[config.mk]
export PLATFORM = sky130hd
export DESIGN_NAME = trace_buffer_drain
export DESIGN_NICKNAME = d
export VERILOG_FILES = /design/src/rtl/trace_buffer_drain.sv
export SDC_FILE = /design/constraint.sdc
export NUM_CORES = 2
export LEC_CHECK = 0
export CAP_MARGIN = 20
export CORE_MARGIN = 2
export CORE_UTILIZATION = 46
export DETAILED_ROUTE_END_ITERATION = 8
export DONT_BUFFER_PORTS = 1
export SLEW_MARGIN = 25
export SYNTH_ARGS = -nofsm -noshare
export SYNTH_HDL_FRONTEND = slang
export SYNTH_SLANG_ARGS = --single-unit
[constraint.sdc]
create_clock -name clk -period 16.5 [get_ports clk]
set_input_delay 3.3 -clock clk [delete_from_list [all_inputs] [get_ports clk]]
set_output_delay 3.3 -clock clk [all_outputs]
set_load 0.05 [all_outputs]
[src/rtl/trace_buffer_drain.sv]
`default_nettype none
// ============================================================================
//  Module   : trace_buffer_drain
//  Purpose  : Captures packed N-lane vectors into a TB_SIZE-deep circular
//             trace buffer while tracing is high. The buffer either wraps
//             (the oldest entry is lost) or stops when full. While tracing is
//             low, a drain request replays the contents oldest-first through
//             a registered valid/ready readout port.
//  Ports    : clk, rst (async, active-high)
//             tracing, valid_in, vector_in     - capture side
//             configId, configData             - byte-wide config bus
//             drain_start, ready_in            - drain request / consumer
//             vector_out, valid_out            - drained entry
//             drain_done                       - pulse after last accept
//             overflow                         - sticky overwrite/drop flag
//             occupancy                        - entries held (0..TB_SIZE)
//             timestamp_out                    - only with TB_TIMESTAMP_EN
//  Options  : `define TB_TIMESTAMP_EN adds a 32-bit free-running cycle counter,
//             per-entry timestamp storage and the timestamp_out port.
//  Revision : 1.0  initial release
// ============================================================================
module trace_buffer_drain #(
    parameter int N                  = 8,
    parameter int DATA_WIDTH         = 32,
    parameter int TB_SIZE            = 16,
    parameter int PERSONAL_CONFIG_ID = 0
) (
    input  logic                          clk,
    input  logic                          rst,
    input  logic                          tracing,
    input  logic                          valid_in,
    input  logic [DATA_WIDTH*N-1:0]       vector_in,
    input  logic [7:0]                    configId,
    input  logic [7:0]                    configData,
    input  logic                          drain_start,
    input  logic                          ready_in,
    output logic [DATA_WIDTH*N-1:0]       vector_out,
    output logic                          valid_out,
    output logic                          drain_done,
    output logic                          overflow,
    output logic [$clog2(TB_SIZE):0]      occupancy
`ifdef TB_TIMESTAMP_EN
    ,
    output logic [31:0]                   timestamp_out
`endif
);

    localparam int AW = $clog2(TB_SIZE);
    localparam int OW = AW + 1;
    localparam int VW = DATA_WIDTH * N;

    localparam logic [1:0]    C_IDLE    = 2'd0;
    localparam logic [1:0]    C_CAPTURE = 2'd1;
    localparam logic [1:0]    C_DRAIN   = 2'd2;

    localparam logic [OW-1:0] C_FULL    = OW'(TB_SIZE);
    localparam logic [OW-1:0] C_ONE     = OW'(1);
    localparam logic [OW-1:0] C_ZERO    = '0;
    localparam logic [7:0]    C_CFG_ID  = 8'(PERSONAL_CONFIG_ID);

    logic [1:0]    state_q,      state_d;
    logic [AW-1:0] wr_ptr_q,     wr_ptr_d;
    logic [AW-1:0] rd_ptr_q,     rd_ptr_d;
    logic [AW-1:0] fetch_ptr_q,  fetch_ptr_d;
    logic [OW-1:0] occ_q,        occ_d;
    logic [OW-1:0] fetch_left_q, fetch_left_d;
    logic [7:0]    byte_cnt_q,   byte_cnt_d;
    logic          mode_q,       mode_d;      // 0 = wrap, 1 = stop
    logic          ovf_q,        ovf_d;
    logic [VW-1:0] vec_q,        vec_d;
    logic          valid_q,      valid_d;
    logic          done_q,       done_d;

    logic [VW-1:0] mem_q [TB_SIZE];

    logic w_full;
    logic w_xfer;
    logic w_mem_we;
    logic w_cfg_hit;

`ifdef TB_TIMESTAMP_EN
    logic [31:0] cycle_q;
    logic [31:0] ts_q, ts_d;
    logic [31:0] ts_mem_q [TB_SIZE];
`endif

    assign w_full    = (occ_q == C_FULL);
    assign w_xfer    = valid_q && ready_in;
    // In stop mode a full buffer drops the incoming vector entirely.
    assign w_mem_we  = (state_q == C_CAPTURE) && valid_in && (!w_full || !mode_q);
    assign w_cfg_hit = !tracing && (state_q == C_IDLE) && (configId == C_CFG_ID);

    always_comb begin
        state_d      = state_q;
        wr_ptr_d     = wr_ptr_q;
        rd_ptr_d     = rd_ptr_q;
        fetch_ptr_d  = fetch_ptr_q;
        occ_d        = occ_q;
        fetch_left_d = fetch_left_q;
        byte_cnt_d   = byte_cnt_q;
        mode_d       = mode_q;
        ovf_d        = ovf_q;
        vec_d        = vec_q;
        valid_d      = valid_q;
        done_d       = 1'b0;
`ifdef TB_TIMESTAMP_EN
        ts_d         = ts_q;
`endif

        case (state_q)
            C_IDLE: begin
                if (tracing) begin
                    state_d = C_CAPTURE;
                end else if (drain_start) begin
                    if (occ_q != C_ZERO) begin
                        // Fetch walks its own pointer so rd_ptr/occupancy only
                        // move on accepted transfers.
                        state_d      = C_DRAIN;
                        fetch_ptr_d  = rd_ptr_q;
                        fetch_left_d = occ_q;
                    end else begin
                        done_d = 1'b1;
                    end
                end
            end

            C_CAPTURE: begin
                if (!tracing) begin
                    state_d = C_IDLE;
                end
                if (valid_in) begin
                    if (!w_full) begin
                        wr_ptr_d = wr_ptr_q + 1'b1;
                        occ_d    = occ_q + 1'b1;
                    end else if (!mode_q) begin
                        wr_ptr_d = wr_ptr_q + 1'b1;
                        rd_ptr_d = rd_ptr_q + 1'b1;
                        ovf_d    = 1'b1;
                    end else begin
                        ovf_d    = 1'b1;
                    end
                end
            end

            C_DRAIN: begin
                // Output register is refilled whenever it is empty or being
                // consumed this cycle; otherwise it holds its value.
                if (!valid_q || w_xfer) begin
                    if (fetch_left_q != C_ZERO) begin
                        vec_d        = mem_q[fetch_ptr_q];
`ifdef TB_TIMESTAMP_EN
                        ts_d         = ts_mem_q[fetch_ptr_q];
`endif
                        valid_d      = 1'b1;
                        fetch_ptr_d  = fetch_ptr_q + 1'b1;
                        fetch_left_d = fetch_left_q - 1'b1;
                    end else begin
                        valid_d = 1'b0;
                    end
                end
                if (w_xfer) begin
                    rd_ptr_d = rd_ptr_q + 1'b1;
                    occ_d    = occ_q - 1'b1;
                    if (occ_q == C_ONE) begin
                        state_d = C_IDLE;
                        valid_d = 1'b0;
                        done_d  = 1'b1;
                    end
                end
            end

            default: begin
                state_d = C_IDLE;
                valid_d = 1'b0;
            end
        endcase

        // Config bus: byte 0 of a burst addressed to this block carries
        // mode and clear; later bytes are counted but ignored.
        if (configId != C_CFG_ID) begin
            byte_cnt_d = 8'd0;
        end else if (w_cfg_hit) begin
            if (byte_cnt_q != 8'hFF) begin
                byte_cnt_d = byte_cnt_q + 8'd1;
            end
            if (byte_cnt_q == 8'd0) begin
                mode_d = configData[0];
                if (configData[1]) begin
                    wr_ptr_d = '0;
                    rd_ptr_d = '0;
                    occ_d    = '0;
                    ovf_d    = 1'b0;
                end
            end
        end
    end

    always_ff @(posedge clk or posedge rst) begin
        if (rst) begin
            state_q      <= C_IDLE;
            wr_ptr_q     <= '0;
            rd_ptr_q     <= '0;
            fetch_ptr_q  <= '0;
            occ_q        <= '0;
            fetch_left_q <= '0;
            byte_cnt_q   <= 8'd0;
            mode_q       <= 1'b0;
            ovf_q        <= 1'b0;
            vec_q        <= '0;
            valid_q      <= 1'b0;
            done_q       <= 1'b0;
        end else begin
            state_q      <= state_d;
            wr_ptr_q     <= wr_ptr_d;
            rd_ptr_q     <= rd_ptr_d;
            fetch_ptr_q  <= fetch_ptr_d;
            occ_q        <= occ_d;
            fetch_left_q <= fetch_left_d;
            byte_cnt_q   <= byte_cnt_d;
            mode_q       <= mode_d;
            ovf_q        <= ovf_d;
            vec_q        <= vec_d;
            valid_q      <= valid_d;
            done_q       <= done_d;
        end
    end

    // Storage is intentionally not reset.
    always_ff @(posedge clk) begin
        if (w_mem_we) begin
            mem_q[wr_ptr_q] <= vector_in;
        end
    end

`ifdef TB_TIMESTAMP_EN
    always_ff @(posedge clk or posedge rst) begin
        if (rst) begin
            cycle_q <= 32'd0;
            ts_q    <= 32'd0;
        end else begin
            cycle_q <= cycle_q + 32'd1;
            ts_q    <= ts_d;
        end
    end

    always_ff @(posedge clk) begin
        if (w_mem_we) begin
            ts_mem_q[wr_ptr_q] <= cycle_q;
        end
    end

    assign timestamp_out = valid_q ? ts_q : 32'd0;
`endif

    assign vector_out = vec_q;
    assign valid_out  = valid_q;
    assign drain_done = done_q;
    assign overflow   = ovf_q;
    assign occupancy  = occ_q;

endmodule
`default_nettype wire
; ---- After elaboration in Yosys (flattened, before gate mapping)
; Memories as Yosys holds them, arrays and structs flattened. A register that Yosys moved wholly into a read port is not among the register bits.
; Cells that the tools add are included.
[totals]
reg_bits = 36
ram_bits = 4096
input_bits = 278
out_inout_bits = 264
memories = 1
[mem_list]
columns = name, depth, word_bits, read_ports, rd_ports_with_merged_regs, wr, line_no
row1 = mem_q, 16, 256, 1, 1, 1, 74  ; logic [VW-1:0] mem_q [TB_SIZE];
[op_classes]
n_addsub = 7
eq_ne = 15
mux = 67
bitwise_logic = 1
n_reduce_logical = 26
[ops]
columns = op, count
row1 = $mux W4, 21
row2 = $mux W5, 12
row3 = $mux W8, 3
row4 = $pmux W5 S2, 2
row5 = $mux W1, 18
row6 = $logic_not A8 Y1, 2
row7 = $pmux W4 S2, 2
row8 = $ne A2 B2 Y1 const B, 7
row9 = $add A4 B1 Y4 const B, 3
row10 = $mux W2, 6
row11 = $reduce_bool A5 Y1, 2
row12 = $sub A5 B1 Y5 const B, 2
row13 = $add A8 B1 Y8 const B, 1
row14 = $ne A8 B8 Y1 const B, 1
row15 = $reduce_bool A8 Y1, 1
row16 = $pmux W2 S3, 1
row17 = $reduce_and A3 Y1, 2
row18 = $reduce_and A6 Y1, 1
row19 = $reduce_bool A2 Y1, 3
row20 = $add A5 B1 Y5 const B, 1
row21 = $eq A5 B1 Y1 const B, 1
row22 = $eq A5 B5 Y1 const B, 1
row23 = $logic_and A1 B1 Y1, 5
row24 = $reduce_and A5 Y1, 1
row25 = other kinds (12), 17

; ---- Longest topological paths before layout
[logic_depth]
depth_word = 9
mapped_depth = 9
depth_no_buf = 6

; ---- Worst setup path before layout
; No wires, ideal clock.
[synth_path]
path_type = input to register
start = input port valid_in
end = memory mem_q[15][0] (netlist bit) (enable)
setup_time_ps = 878
arrival_time_ps = 14833
required_time_ps = 15622
setup_slack_ps = 789
stages = 5
n_path_buf = 1
path_cell_list = clkbuf_1 > nand2_1 > a21oi_1 > nand3_1 > nor2_1
[synth_between]
elab_chain_len = 4
[synth_lines]
columns = item, line_no
row1 = from (decl), 31  ; input logic valid_in,
row2 = $logic_and A1 B1 Y1 (2 in a row), 90  ; assign w_mem_we = (state_q == C_CAPTURE) && valid_in && (!w_full || !mode_q);
row3 = $mux W1, 230  ; if (w_mem_we) begin
row4 = $mux W1 (implied by the code), 231  ; mem_q[wr_ptr_q] <= vector_in;
row5 = to (decl), 74
; No other way between the ends.

; ---- Worst setup path after layout
[layout_path]
start = input port valid_in
end = memory mem_q[0][130] (netlist bit) (enable)
; The elaborated chain is that of the path after synthesis.

==> flow_summary.ini <==
[floorplanning]
die_w_um = 602
dieArea_mm2 = 0.363
start_util_pct = 46.3
die_height_um = 602
io-pin-count = 542
fp-row-count = 219
core_mm2 = 0.356

[timing]
setup_tns_ps = 0
min_period_ps = 7180
setup_viol = 0
setup_slack_ps = 9320
period_share_pct = 43.5
finalMaxSlewViolations = 0
max_freq_mhz = 139
hold_viol = 0
tightest_slew_ps = 1150
skew_ps = 66.0
slew_headroom_pct = 23.4
grt_setup_unrepaired = no

[critical_path]
critical_path_required_ps = 17080
criticalPathCategory = input port to register
critPathCaptureType = register
worstPathArrival_ps = 7760
worstPathMaxFanout = 44
crit_path_start_kind = input port

[placement]
dpl_cell_area_mm2 = 0.170
hpwl_um = 201000
dpl_worst_slack_ps = 8320
gp_congestion = 0.745
placed_cells = 11600
io_buffers = 0

[grt]
grt_pass1_vias = 80400
top_usage_layer = met2
grt_pass1_wl_um = 564000
grt_start_max_net_pins = 144
met2_usage_pct = 36.2
overflow = 0
grt_usage_pct = 21.5
gr-usage-met3_pct = 5.35
antenna_found_initial = 6
met1_usage_pct = 27.6

[clock_network]
clk_latency_ps = 980
cts_root_buf = clkbuf_16
cts_tree = yes
postCtsSetupRepairBufs = 0
cts.clk_slew.worst_paths_ps = 60
postCtsResizedCells = 0
cts_inserted_buffers = 448
cts_sinks = 4388
cts.htree.levels = 5
cts.path.max_buffers = 4
postCtsHoldBufs = 0

[routing]
ant_nets = 0
drc = 0
routed-via-count = 75100
wl_per_cell_um = 31.5
via_per_inst = 6.04
drt_wl_total_um = 392000
drt_iter0_markers = 7368
drtPass1Iterations = 5

[synth]
ys_ff_latch = 4388
netlist_area_mm2 = 0.165
syn-mean-instance-area_um2 = 23.2
yosys_warnings = 0
ys_types = 62
synth_edf_count = 4096
synthCells = 7100
ys.flop_type = edfxtp_1
ys_seq_area_share_pct = 79.1
synth_nets = 7395
async_flop_share_pct = 6.65

[final_layout]
layout.nets = 7594
areaGrowthSynthToFinish_pct = 12.5
finalNonFillerCells = 12400
fin_area_mm2 = 0.185
drive_above_1_share_pct = 29.3

[outcome]
outcome = finished, final reports clean

[flow_run]
drv_cap = 0

[power]
vdd_drop_max_v = 0.000131
p_per_area_mw_per_mm2 = 168
power.total_uw = 31200
p_leak_uw = 0.0575

[worst_hold_path]
min_path_type = register to register
-- cell usage after synthesis (all sizes together), types with 2 or more instances --
master | count | area share (%)
mux4 | 1024 | 14
a2bb2oi | 4 | 0.021
nand2b | 4 | 0.015
xnor2 | 4 | 0.021
and3 | 6 | 0.023
a22oi | 2 | 0.0091
or4 | 4 | 0.018
nor3 | 14 | 0.043
nor4 | 2 | 0.0076
a31oi | 8 | 0.034
o21ai | 22 | 0.067
ha | 17 | 0.13
and4 | 4 | 0.021
nor4b | 3 | 0.016
edfxtp | 4096 | 75
nand4 | 6 | 0.023
o221a | 3 | 0.021
mux2i | 5 | 0.030
or3 | 3 | 0.011
clkbuf | 198 | 0.45
nand2 | 15 | 0.034
o22ai | 513 | 1.9
nand3 | 13 | 0.039
mux2 | 259 | 1.8
and2 | 16 | 0.061
nor2 | 20 | 0.046
nor2b | 4 | 0.015
and3b | 2 | 0.011
inv | 19 | 0.043
o31ai | 4 | 0.018
a211oi | 2 | 0.0091
dfrtp | 292 | 4.4
a21oi | 273 | 1.1
a32o | 2 | 0.012
a21boi | 2 | 0.0091
nand4b | 2 | 0.011
buf | 215 | 0.75
-- where the power goes --
group          total, µW  internal, µW  switching, µW  leakage (µW)
sequential         14800         12900           1830        0.0402
combinational       6260          3130           3130        0.0100
clock              10200          5920           4240       0.00732
total              31200         22000           9200        0.0575
-- flip-flops by register name, summed over array words and instances (netlist names) --
name and count:
drain_done 1, occupancy 5, valid_out 1, overflow 1, rd_ptr_q 4, byte_cnt_q 8
mem_q 4096, wr_ptr_q 4, fetch_left_q 5, vector_out 256, mode_q 1, state_q 2
fetch_ptr_q 4
-- cell families after synthesis --
group           after synthesis  synth area share, %
flops                      4388                 79.1
mux                        1288                 15.8
compound gates              847                 3.29
buf+inv                     432                 1.24
simple gates                123                0.424
fa+ha+maj                    17                0.129
xor+xnor                      5               0.0266
-- through the flow --
step	util (%)	hold slack, ps
2_1_floorplan	-	494
6_report	52.0	541
3_5_place_dp	47.8	521
3_3_place_gp	47.8	516
4_1_cts	52.0	535
5_1_grt	52.0	572
-- worst paths after layout --
kind	start	to	slack (ps)	cells after the start
worst min register to register	state_q[0]$_DFFE_PP0P_	state_q[0]$_DFFE_PP0P_	540	1
worst max register to register	occupancy[0]$_DFF_PP0_	mem_q[0][130]$_DFFE_PP_	9900	10
worst max-delay path	valid_in	mem_q[0][130]$_DFFE_PP_	9320	7
min in group asynchronous	rst	vector_out[191]$_DFFE_PP0P_	2310	1
worst min-delay path	state_q[0]$_DFFE_PP0P_	state_q[0]$_DFFE_PP0P_	540	1
max in group asynchronous	rst	vector_out[144]$_DFFE_PP0P_	11220	4
-- cell type report --
type | instances | area, µm²
Fill cell | 27300 | 171000
Sequential cell | 4388 | 130000
Multi-Input combinational cell | 2280 | 32500
Clock buffer | 624 | 12500
Tap cell | 4751 | 5940
Clock inverter | 221 | 2530
Timing Repair Buffer | 162 | 1470
Inverter | 19 | 78.8
Antenna cell | 1 | 2.50
-- layer usage --
| layer | part of all wire, % | wire, µm | up-vias |
|---|---|---|---|
| li1 | - | - | 30900 |
| met1 | 39 | 154000 | 41300 |
| met2 | 50 | 196000 | 2416 |
| met3 | 7.8 | 30600 | 557 |
| met4 | 2.9 | 11400 | 0 |
| met5 | 0 | 0 | - |
-- layout by cell type (no fill, tap or decap), drive strengths merged, types with 5 or more instances in the layout --
cell type  instances
edfxtp          4096
mux4            1024
clkbuf           624
o22ai            513
dfrtp            292
a21oi            273
mux2             259
clkinv           164
buf              162
bufinv            40
inv               27
o21ai             22
nor2              20
ha                17
and2              16
nand2             15
nor3              14
nand3             13
clkinvlp           9
a31oi              8
nand4              6
and3               6
mux2i              5
-- worst max-delay path, stage by stage --
cell,delay [ps]
nand2_1,140
a21oi_1,670
nor3b_1,570
and2_4,870
buf_4,750
buf_4,570
buf_4,760
(Power assumes the default switching activity.)
